**src/rtl/tff_counter_ctrl_if.sv**
```systemverilog
`default_nettype none
// ============================================================================
// Module      : tff_counter_ctrl_if
// Description : Command, status and T-flip-flop bank signals for tff_counter_ctrl
// Revision    : 1.0  initial release
// ============================================================================
interface tff_counter_ctrl_if #(
    parameter int WIDTH = 4
);
    logic             start;
    logic             stop;
    logic             clear;
    logic             load;
    logic [WIDTH-1:0] load_val;
    logic             dir;
    logic [WIDTH-1:0] limit;
    logic             wrap;
    logic [WIDTH-1:0] q;
    logic [WIDTH-1:0] t_en;
    logic             busy;
    logic             done;
    logic             tc;

    modport master (
        output start, stop, clear, load, load_val, dir, limit, wrap, q,
        input  t_en, busy, done, tc
    );

    modport slave (
        input  start, stop, clear, load, load_val, dir, limit, wrap, q,
        output t_en, busy, done, tc
    );
endinterface
`default_nettype wire

```
**src/rtl/tff_counter_ctrl.sv**
```systemverilog
`default_nettype none
// ============================================================================
// Module      : tff_counter_ctrl
// Description : Drives toggle enables of an external T flip-flop bank so it
//               behaves as an up/down counter with load, clear and limit.
// Revision    : 1.0  initial release
// ============================================================================
module tff_counter_ctrl #(
    parameter int WIDTH = 4
) (
    input  wire logic         clk,
    input  wire logic         reset,
    tff_counter_ctrl_if.slave bus
);
    typedef enum logic [1:0] {
        IDLE = 2'd0,
        RUN  = 2'd1,
        DONE = 2'd2
    } state_t;

    state_t           state;
    state_t           next_state;
    logic [WIDTH-1:0] up_en;
    logic [WIDTH-1:0] dn_en;
    logic [WIDTH-1:0] t_en_c;
    logic             tc_c;
    logic             at_term;

    // Bit i toggles when all lower bits are 1 (up) or all 0 (down).
    always_comb begin
        up_en    = '0;
        dn_en    = '0;
        up_en[0] = 1'b1;
        dn_en[0] = 1'b1;
        for (int i = 1; i < WIDTH; i++) begin
            up_en[i] = up_en[i-1] &  bus.q[i-1];
            dn_en[i] = dn_en[i-1] & ~bus.q[i-1];
        end
    end

    always_ff @(posedge clk) begin
        if (reset) begin
            state <= IDLE;
        end else begin
            state <= next_state;
        end
    end

    always_comb begin
        next_state = state;
        t_en_c     = '0;
        tc_c       = 1'b0;
        at_term    = bus.dir ? (bus.q == bus.limit) : (bus.q == '0);
        if (reset) begin
            next_state = IDLE;
        end else if (bus.clear) begin
            t_en_c     = bus.q;
            next_state = IDLE;
        end else if (bus.load) begin
            t_en_c     = bus.q ^ bus.load_val;
            next_state = IDLE;
        end else if (bus.stop) begin
            if (state == RUN) begin
                next_state = IDLE;
            end
        end else if (bus.start && (state != RUN)) begin
            next_state = RUN;
        end else if (state == RUN) begin
            if (at_term) begin
                tc_c = 1'b1;
                if (bus.wrap) begin
                    t_en_c = bus.dir ? bus.q : bus.limit;
                end else begin
                    next_state = DONE;
                end
            end else begin
                t_en_c = bus.dir ? up_en : dn_en;
            end
        end
    end

    assign bus.t_en = t_en_c;
    assign bus.tc   = tc_c;
    assign bus.busy = (state == RUN);
    assign bus.done = (state == DONE);
endmodule
`default_nettype wire
```
**src/flat_wrapper.sv**
```systemverilog
// flat-port wrapper written by rule: the top's interface ports become plain ports
module tff_counter_ctrl_flat 
#(
    parameter int WIDTH = 4
)
  (clk, reset, bus_start, bus_stop, bus_clear, bus_load, bus_load_val, bus_dir, bus_limit, bus_wrap, bus_q, bus_t_en, bus_busy, bus_done, bus_tc);
  tff_counter_ctrl_if #(.WIDTH(WIDTH)) bus_i ();
  input  wire logic clk;
  input  wire logic reset;
  input wire logic [$bits(bus_i.start)-1:0] bus_start;
  input wire logic [$bits(bus_i.stop)-1:0] bus_stop;
  input wire logic [$bits(bus_i.clear)-1:0] bus_clear;
  input wire logic [$bits(bus_i.load)-1:0] bus_load;
  input wire logic [$bits(bus_i.load_val)-1:0] bus_load_val;
  input wire logic [$bits(bus_i.dir)-1:0] bus_dir;
  input wire logic [$bits(bus_i.limit)-1:0] bus_limit;
  input wire logic [$bits(bus_i.wrap)-1:0] bus_wrap;
  input wire logic [$bits(bus_i.q)-1:0] bus_q;
  output wire logic [$bits(bus_i.t_en)-1:0] bus_t_en;
  output wire logic [$bits(bus_i.busy)-1:0] bus_busy;
  output wire logic [$bits(bus_i.done)-1:0] bus_done;
  output wire logic [$bits(bus_i.tc)-1:0] bus_tc;
  assign bus_i.start = bus_start;
  assign bus_i.stop = bus_stop;
  assign bus_i.clear = bus_clear;
  assign bus_i.load = bus_load;
  assign bus_i.load_val = bus_load_val;
  assign bus_i.dir = bus_dir;
  assign bus_i.limit = bus_limit;
  assign bus_i.wrap = bus_wrap;
  assign bus_i.q = bus_q;
  assign bus_t_en = bus_i.t_en;
  assign bus_busy = bus_i.busy;
  assign bus_done = bus_i.done;
  assign bus_tc = bus_i.tc;
  tff_counter_ctrl #(.WIDTH(WIDTH)) u_core (.clk(clk), .reset(reset), .bus(bus_i));
endmodule
```
**config.mk**
```make
export PLATFORM = sky130hd
export DESIGN_NAME = tff_counter_ctrl_flat
export DESIGN_NICKNAME = d
export VERILOG_FILES = /design/src/rtl/tff_counter_ctrl_if.sv /design/src/rtl/tff_counter_ctrl.sv /design/src/flat_wrapper.sv
export SDC_FILE = /design/constraint.sdc
export NUM_CORES = 1
export LEC_CHECK = 0
export ABC_CLOCK_PERIOD_IN_PS = 2300
export BUFFER_PORTS_ARGS = -buffer_cell sky130_fd_sc_hd__buf_4
export CORE_AREA = 2 2 39 41
export CTS_CLUSTER_DIAMETER = 50
export DETAILED_ROUTE_END_ITERATION = 8
export DIE_AREA = 0 0 41 43
export PLACE_DENSITY = 0.73
export SYNTH_ARGS = -nofsm -noshare
export SYNTH_HDL_FRONTEND = slang
export SYNTH_SLANG_ARGS = --single-unit
```
**constraint.sdc**
```tcl
create_clock -name clk -period 2.3 [get_ports clk]
set_clock_uncertainty 0.15 [all_clocks]
set_input_delay 0.345 -clock clk [delete_from_list [all_inputs] [get_ports clk]]
set_output_delay 0.345 -clock clk [all_outputs]
set_load 0.01 [all_outputs]
```
==> results.json, run 1 <==
{
  "outcome": "finished clean",
  "slowest_stage": "dfxtp_1",
  "rrSetupSlack_ns": 0.93,
  "cts_buffers": 3,
  "cp.required_ns": 1.80,
  "grt_pass1_vias": 552,
  "wire_per_inst_microns": 14.0,
  "synth_mux_area_share_pct": 4.26,
  "synth.net_count": 86,
  "ys_types": 32,
  "synth_top_family_by_area": "compound AO/OA/AOI/OAI gates",
  "clk_pin_slew_worst_paths_ns": 0.03,
  "critPathBufInv": 1,
  "synth_xor_area_share_pct": 14.9,
  "port_buffers": 26,
  "post_dp_cell_area_sq_um": 699,
  "grtUsageTotal_pct": 18.9,
  "drc_errors": 0,
  "place.gp.congestion": 0.816,
  "start_kind": "flip-flop",
  "crit_start": "u_core.state[0]",
  "syn_inst": 66,
  "leakage_nw": 0.345,
  "path_depth": 6,
  "synth_compound_area_share_pct": 41.8,
  "grt_pass1_wl_microns": 2390,
  "crit_end": "bus_t_en[1]",
  "p_per_area_nw_per_um2": 300,
  "stdcell_count": 112,
  "p_total_mw": 0.235,
  "cts_buffer_depth": 2,
  "synth_largest_area_cell": "dfxtp_1",
  "start_util_pct": 34.0,
  "syn_avg_cell_area_sq_um": 7.13,
  "rsz0062_at_grt": "true",
  "layout.nets": 118,
  "layout_setup_ws_ns": 0.0825,
  "vias_per_cell": 5.73,
  "fin_crit_ns": 2.22,
  "worst_path_largest_cell_delay_ns": 0.35,
  "cp.arrival_ns": 1.72,
  "die_y_microns": 43,
  "n_antenna_cell": 0,
  "rows": 14,
  "syn-cell-area_sq_um": 470,
  "cts_max_level": 1,
  "top_regs": "u_core.state x2",
  "finalSetupViolCount": 0,
  "drv_cap": 0,
  "dp_cells": 109,
  "synth_area_leaders": "dfxtp_1, xnor2_1, xor2_1, a21oi_1, a221oi_1",
  "critPathTopFamily": "compound AO/OA/AOI/OAI gates",
  "setup.worst_path.class": "flip-flop to primary output",
  "regMostFlops": "u_core.state",
  "via_count": 642,
  "rr_endpoint": "u_core.state[1]",
  "tritoncts": "built",
  "r2r-start": "u_core.state[0]",
  "cp_cell_sequence": "and2b_2 -> nand2_2 -> a2111oi_4 -> o21ai_1 -> a221oi_1 -> buf_4",
  "worst_hold_path_type": "primary input to flip-flop",
  "tightest_slew_ns": 0.380,
  "final_hold_viol_count": 0,
  "holdWs_ns": 0.248,
  "ys_ff_latch": 2,
  "fillers": 123,
  "ant_nets": 0,
  "fin_area_sq_um": 783,
  "ff2ff_path_depth": 4,
  "dp_hpwl_microns": 1140,
  "setup.worst_path.end_class": "primary output",
  "firstDrtPassIters": 4,
  "cts-root-buf": "clkbuf_4",
  "core_area_sq_um": 1380,
  "slew_viol_final": 0,
  "period_share_pct": 96.4,
  "yosysWarnings": 0,
  "grt_overflow": 0,
  "ir_worst_vdd_mv": 0.234,
  "antenna_found_initial": 0,
  "preCtsSetupSlack_ns": 0.0339,
  "netlist.area_leader.share_pct": 8.51,
  "pin_count": 27,
  "largest_reg_flops": 2,
  "drtIter0Drc": 24,
  "clk_latency_ns": 0.23,
  "synthAdderAreaFrac_pct": 0,
  "synth-simple-area-share_pct": 23.9,
  "cp_max_fo": 4,
  "area_growth_pct": 66.5,
  "grt_max_degree": 10,
  "fmax_mhz": 451,
  "yosysSeqAreaShare_pct": 8.51,
  "die-area_sq_um": 1760,
  "drive_gt1_share_pct": 45.8,
  "die_w_microns": 41,
  "cts_sinks": 2,
  "drt_wl_total_microns": 1560,
  "slew_headroom_pct": 74.4
}
cells in the mapped netlist:
cell,count
and2b_1,1
xnor2_1,4
o22a_4,1
o211ai_1,1
a41oi_1,1
clkbuf_1,1
o21ai_0,4
nor2_1,2
buf_2,1
a2111oi_0,1
nand2b_1,1
a21oi_1,6
a21boi_0,2
nand4_2,1
nand4_1,1
nor2b_1,4
nand2_1,5
a31oi_1,1
nand3_1,1
inv_1,6
dfxtp_1,2
a2111oi_2,1
or3_1,2
a221oi_1,3
mux2i_1,2
a211o_1,1
xor2_1,4
o22ai_1,1
o311ai_1,1
nor3_1,1
o221ai_1,2
and3_1,1
power breakdown:
group | leakage, nW | total (mW) | switching, mW | internal, mW
Sequential | 0.0161 | 0.0355 | 0.000268 | 0.0353
Combinational | 0.315 | 0.119 | 0.0594 | 0.0595
Clock | 0.0138 | 0.0804 | 0.0226 | 0.0579
worst reg2reg max path, cell delays in order (launching register included):
cell and delay [ns]:
dfxtp_1 0.35, and2b_2 0.21, nand2_2 0.10, or3_1 0.32, a21oi_1 0.16
cell families (layout without fill, tap and decap cells):
| kind of cell | after synthesis | count (layout) |
|---|---|---|
| flip-flops | 2 | 2 |
| multiplexers | 2 | 2 |
| AO/OA/AOI/OAI | 26 | 26 |
| AND/OR/NAND/NOR | 20 | 20 |
| XOR/XNOR | 8 | 8 |
| buffers and inverters | 8 | 38 |
per-stage QoR:
| step | TNS, ns | util [%] |
|---|---|---|
| 2_1_floorplan | 0 | - |
| 3_3_place_gp | 0 | 50.5 |
| 3_5_place_dp | 0 | 50.5 |
| 4_1_cts | 0 | 52.3 |
| 5_1_grt | -0.0354 | 56.6 |
| 6_report | 0 | 56.6 |
per-layer routing:
layer | global-route usage, % | share of wire (%)
met4 | 6.00 | 0
met5 | 0 | 0
met3 | 0.524 | 5.8
met1 | 26.0 | 40
met2 | 30.3 | 54
worst min path at each step:
| stage | from | to | slack [ns] | depth (start not counted) |
|---|---|---|---|---|
| floorplan | u_core.state[1] | u_core.state[1] | 0.30 | 2 |
| global route | bus_stop | u_core.state[0] | 0.27 | 3 |
| detailed placement | u_core.state[1] | u_core.state[1] | 0.33 | 2 |
| global placement | u_core.state[1] | u_core.state[1] | 0.34 | 2 |
| finish | bus_stop | u_core.state[0] | 0.25 | 3 |
| CTS | bus_stop | u_core.state[0] | 0.24 | 3 |
cell usage in the layout, fill, tap and decap left out:
| cell type | synthesis | layout |
|---|---|---|
| nor3_1 | 1 | 1 |
| nand2_2 | 0 | 1 |
| nor2_2 | 0 | 1 |
| a221oi_2 | 0 | 1 |
| a221oi_1 | 3 | 2 |
| nor2b_1 | 4 | 4 |
| a2111oi_4 | 0 | 1 |
| o21ai_0 | 4 | 3 |
| nand2b_1 | 1 | 1 |
| nand2_1 | 5 | 4 |
| o211ai_1 | 1 | 1 |
| clkbuf_4 | 0 | 3 |
| a31oi_1 | 1 | 1 |
| xnor2_2 | 0 | 3 |
| inv_1 | 6 | 6 |
| nand4_1 | 1 | 1 |
| o311ai_2 | 0 | 1 |
| and3_1 | 1 | 1 |
| xor2_1 | 4 | 4 |
| and2b_2 | 0 | 1 |
| a21boi_0 | 2 | 2 |
| a41oi_1 | 1 | 1 |
| o22a_4 | 1 | 1 |
| nor2_1 | 2 | 1 |
| nand3_1 | 1 | 1 |
| buf_4 | 0 | 29 |
| dfxtp_1 | 2 | 2 |
| a211o_1 | 1 | 1 |
| a21oi_1 | 6 | 6 |
| nand4_2 | 1 | 1 |
| xnor2_1 | 4 | 1 |
| mux2i_1 | 2 | 2 |
| o221ai_1 | 2 | 2 |
| o21ai_1 | 0 | 1 |
| o22ai_1 | 1 | 1 |
| or3_1 | 2 | 2 |
| a2111oi_2 | 1 | 1 |
repair_timing:
item | 4_1_cts | 5_1_grt
buffers inserted | 0 | 0
resized for setup | 2 | 10
pin swaps | 0 | 3
hold buffers | 0 | 0
endpoints found under the setup margin | 1 | 4
gates cloned | 0 | 0
layout make-up:
type	instances	area, sq um	share of cell area (%)
Multi-Input combinational cell	56	460	58.8
Timing Repair Buffer	29	218	27.8
Clock buffer	3	22.5	2.88
Tap cell	16	20.0	2.56
Inverter	6	22.5	2.88
Sequential cell	2	40.0	5.11
Power figures use the tool's default switching activity.
==> run 2, diff against run 1 <==
--- a/config.mk
+++ b/config.mk
@@ -5,13 +5,13 @@
 export SDC_FILE = /design/constraint.sdc
 export NUM_CORES = 1
 export LEC_CHECK = 0
-export ABC_CLOCK_PERIOD_IN_PS = 2300
+export ABC_CLOCK_PERIOD_IN_PS = 2800
 export BUFFER_PORTS_ARGS = -buffer_cell sky130_fd_sc_hd__buf_4
 export CORE_AREA = 2 2 39 41
 export CTS_CLUSTER_DIAMETER = 50
 export DETAILED_ROUTE_END_ITERATION = 8
 export DIE_AREA = 0 0 41 43
-export PLACE_DENSITY = 0.73
+export PLACE_DENSITY = 0.67
 export SYNTH_ARGS = -nofsm -noshare
 export SYNTH_HDL_FRONTEND = slang
 export SYNTH_SLANG_ARGS = --single-unit
==> constraint.sdc (replaced) <==
create_clock -name clk -period 2.8 [get_ports clk]
set_clock_uncertainty 0.15 [all_clocks]
set_input_delay 0.42 -clock clk [delete_from_list [all_inputs] [get_ports clk]]
set_output_delay 0.42 -clock clk [all_outputs]
set_load 0.01 [all_outputs]
==> run 2 against run 1 <==
Register-to-register slack improved by 0.50 ns. First-iteration DRC count fell by 67%. Highest routed layer unchanged. Critical path depth rose by 1. Worst hold slack improved by 0.078 ns.
==> results.json, run 2 (same netlist as run 1, synthesis figures left out) <==
{
  "grt_pass1_wl_microns": 2180,
  "vias_per_cell": 5.50,
  "n_antenna_cell": 0,
  "die_w_microns": 41,
  "preCtsSetupSlack_ns": 0.326,
  "drc_errors": 0,
  "slew_headroom_pct": 75.1,
  "largest_reg_flops": 2,
  "setup.worst_path.class": "primary input to primary output",
  "fin_area_sq_um": 699,
  "drtIter0Drc": 8,
  "cp_max_fo": 5,
  "rrSetupSlack_ns": 1.43,
  "slew_viol_final": 0,
  "post_cts_resized": 0,
  "cp.required_ns": 2.23,
  "grtUsageTotal_pct": 17.9,
  "layout_common_cells": "buf_4, inv_1, a21oi_1",
  "pin_count": 27,
  "start_kind": "primary input",
  "outcome": "finished clean",
  "layout_commonest_cell": "buf_4",
  "firstDrtPassIters": 4,
  "drv_cap": 0,
  "drt_wl_total_microns": 1370,
  "postCtsSetupRepairBufs": 0,
  "ir_worst_vdd_mv": 0.147,
  "die_y_microns": 43,
  "rsz0062_at_grt": "false",
  "dp_hpwl_microns": 1080,
  "regMostFlops": "u_core.state",
  "setup.worst_path.end_class": "primary output",
  "start_util_pct": 34.0,
  "hold_buffers": 0,
  "place.gp.congestion": 0.754,
  "tritoncts": "built",
  "via_count": 600,
  "drive_gt1_share_pct": 34.4,
  "cp.arrival_ns": 1.90,
  "grt_overflow": 0,
  "setup-tns-final_ns": 0,
  "fin_crit_ns": 2.47,
  "tightest_slew_ns": 0.364,
  "multi_input_area_sq_um": 399,
  "final_hold_viol_count": 0,
  "fillers": 137,
  "core_area_sq_um": 1380,
  "wire_per_inst_microns": 12.6,
  "grt_max_degree": 10,
  "die-area_sq_um": 1760,
  "leakage_nw": 0.312,
  "cts_sinks": 2,
  "area_growth_pct": 48.7,
  "dp_cells": 106,
  "post_dp_cell_area_sq_um": 677,
  "cts-root-buf": "clkbuf_4",
  "cts_buffers": 3,
  "stdcell_count": 109,
  "worst_hold_path_type": "primary input to flip-flop",
  "clk_pin_slew_worst_paths_ns": 0.03,
  "antenna_found_initial": 0,
  "cts_buffer_depth": 2,
  "period_share_pct": 88.0,
  "top_regs": "u_core.state x2",
  "p_per_area_nw_per_um2": 254,
  "grt_pass1_vias": 556,
  "fmax_mhz": 406,
  "port_buffers": 26,
  "final_core_util_pct": 50.5,
  "layout_setup_ws_ns": 0.335,
  "clk_latency_ns": 0.22,
  "cts_max_level": 1,
  "ant_nets": 0,
  "layout.nets": 115,
  "final-seq-area_sq_um": 40.0,
  "rows": 14,
  "finalSetupViolCount": 0
}
-- run 2: final timing paths --
check                       start               to  cells after the start
setup / recovery         bus_q[2]      bus_t_en[3]                      7
hold / removal           bus_stop  u_core.state[0]                      3
setup reg to reg  u_core.state[1]  u_core.state[1]                      4
hold reg to reg   u_core.state[1]  u_core.state[1]                      2
-- run 2: cell type report --
class	count	area share [%]
flip-flops and latches	2	5.72
well taps	16	2.86
multi-input cells	56	57.1
inverters	6	3.22
repair buffers	26	27.9
clock buffers	3	3.22
-- run 2: critical path, cell delays in order --
cell and delay [ns]:
buf_4 0.13, xnor2_1 0.24, nand4_2 0.20, o221ai_1 0.23
o311ai_1 0.14, a2111oi_2 0.36, buf_4 0.17
-- run 2: through the flow --
stage               power [mW]  hold slack (ns)
finish                   0.177            0.325
global route             0.188            0.353
CTS                      0.182            0.319
detailed placement       0.114            0.349
global placement         0.114            0.346
floorplan               0.0713            0.303
-- run 2: power breakdown --
part           internal [mW]  switching [mW]  total (mW)
Sequential            0.0290        0.000196      0.0292
Clock                 0.0473          0.0167      0.0640
Combinational         0.0426          0.0416      0.0842
-- run 2: routing by layer --
metal / vias up / wire length (microns) / GRT usage [%]
met1: 279 / 583 / 20.8
met3: 0 / 80 / 3.14
met4: 0 / 0 / 10.0
met5: - / 0 / 0
met2: 16 / 708 / 29.1
li1: 305 / - / -
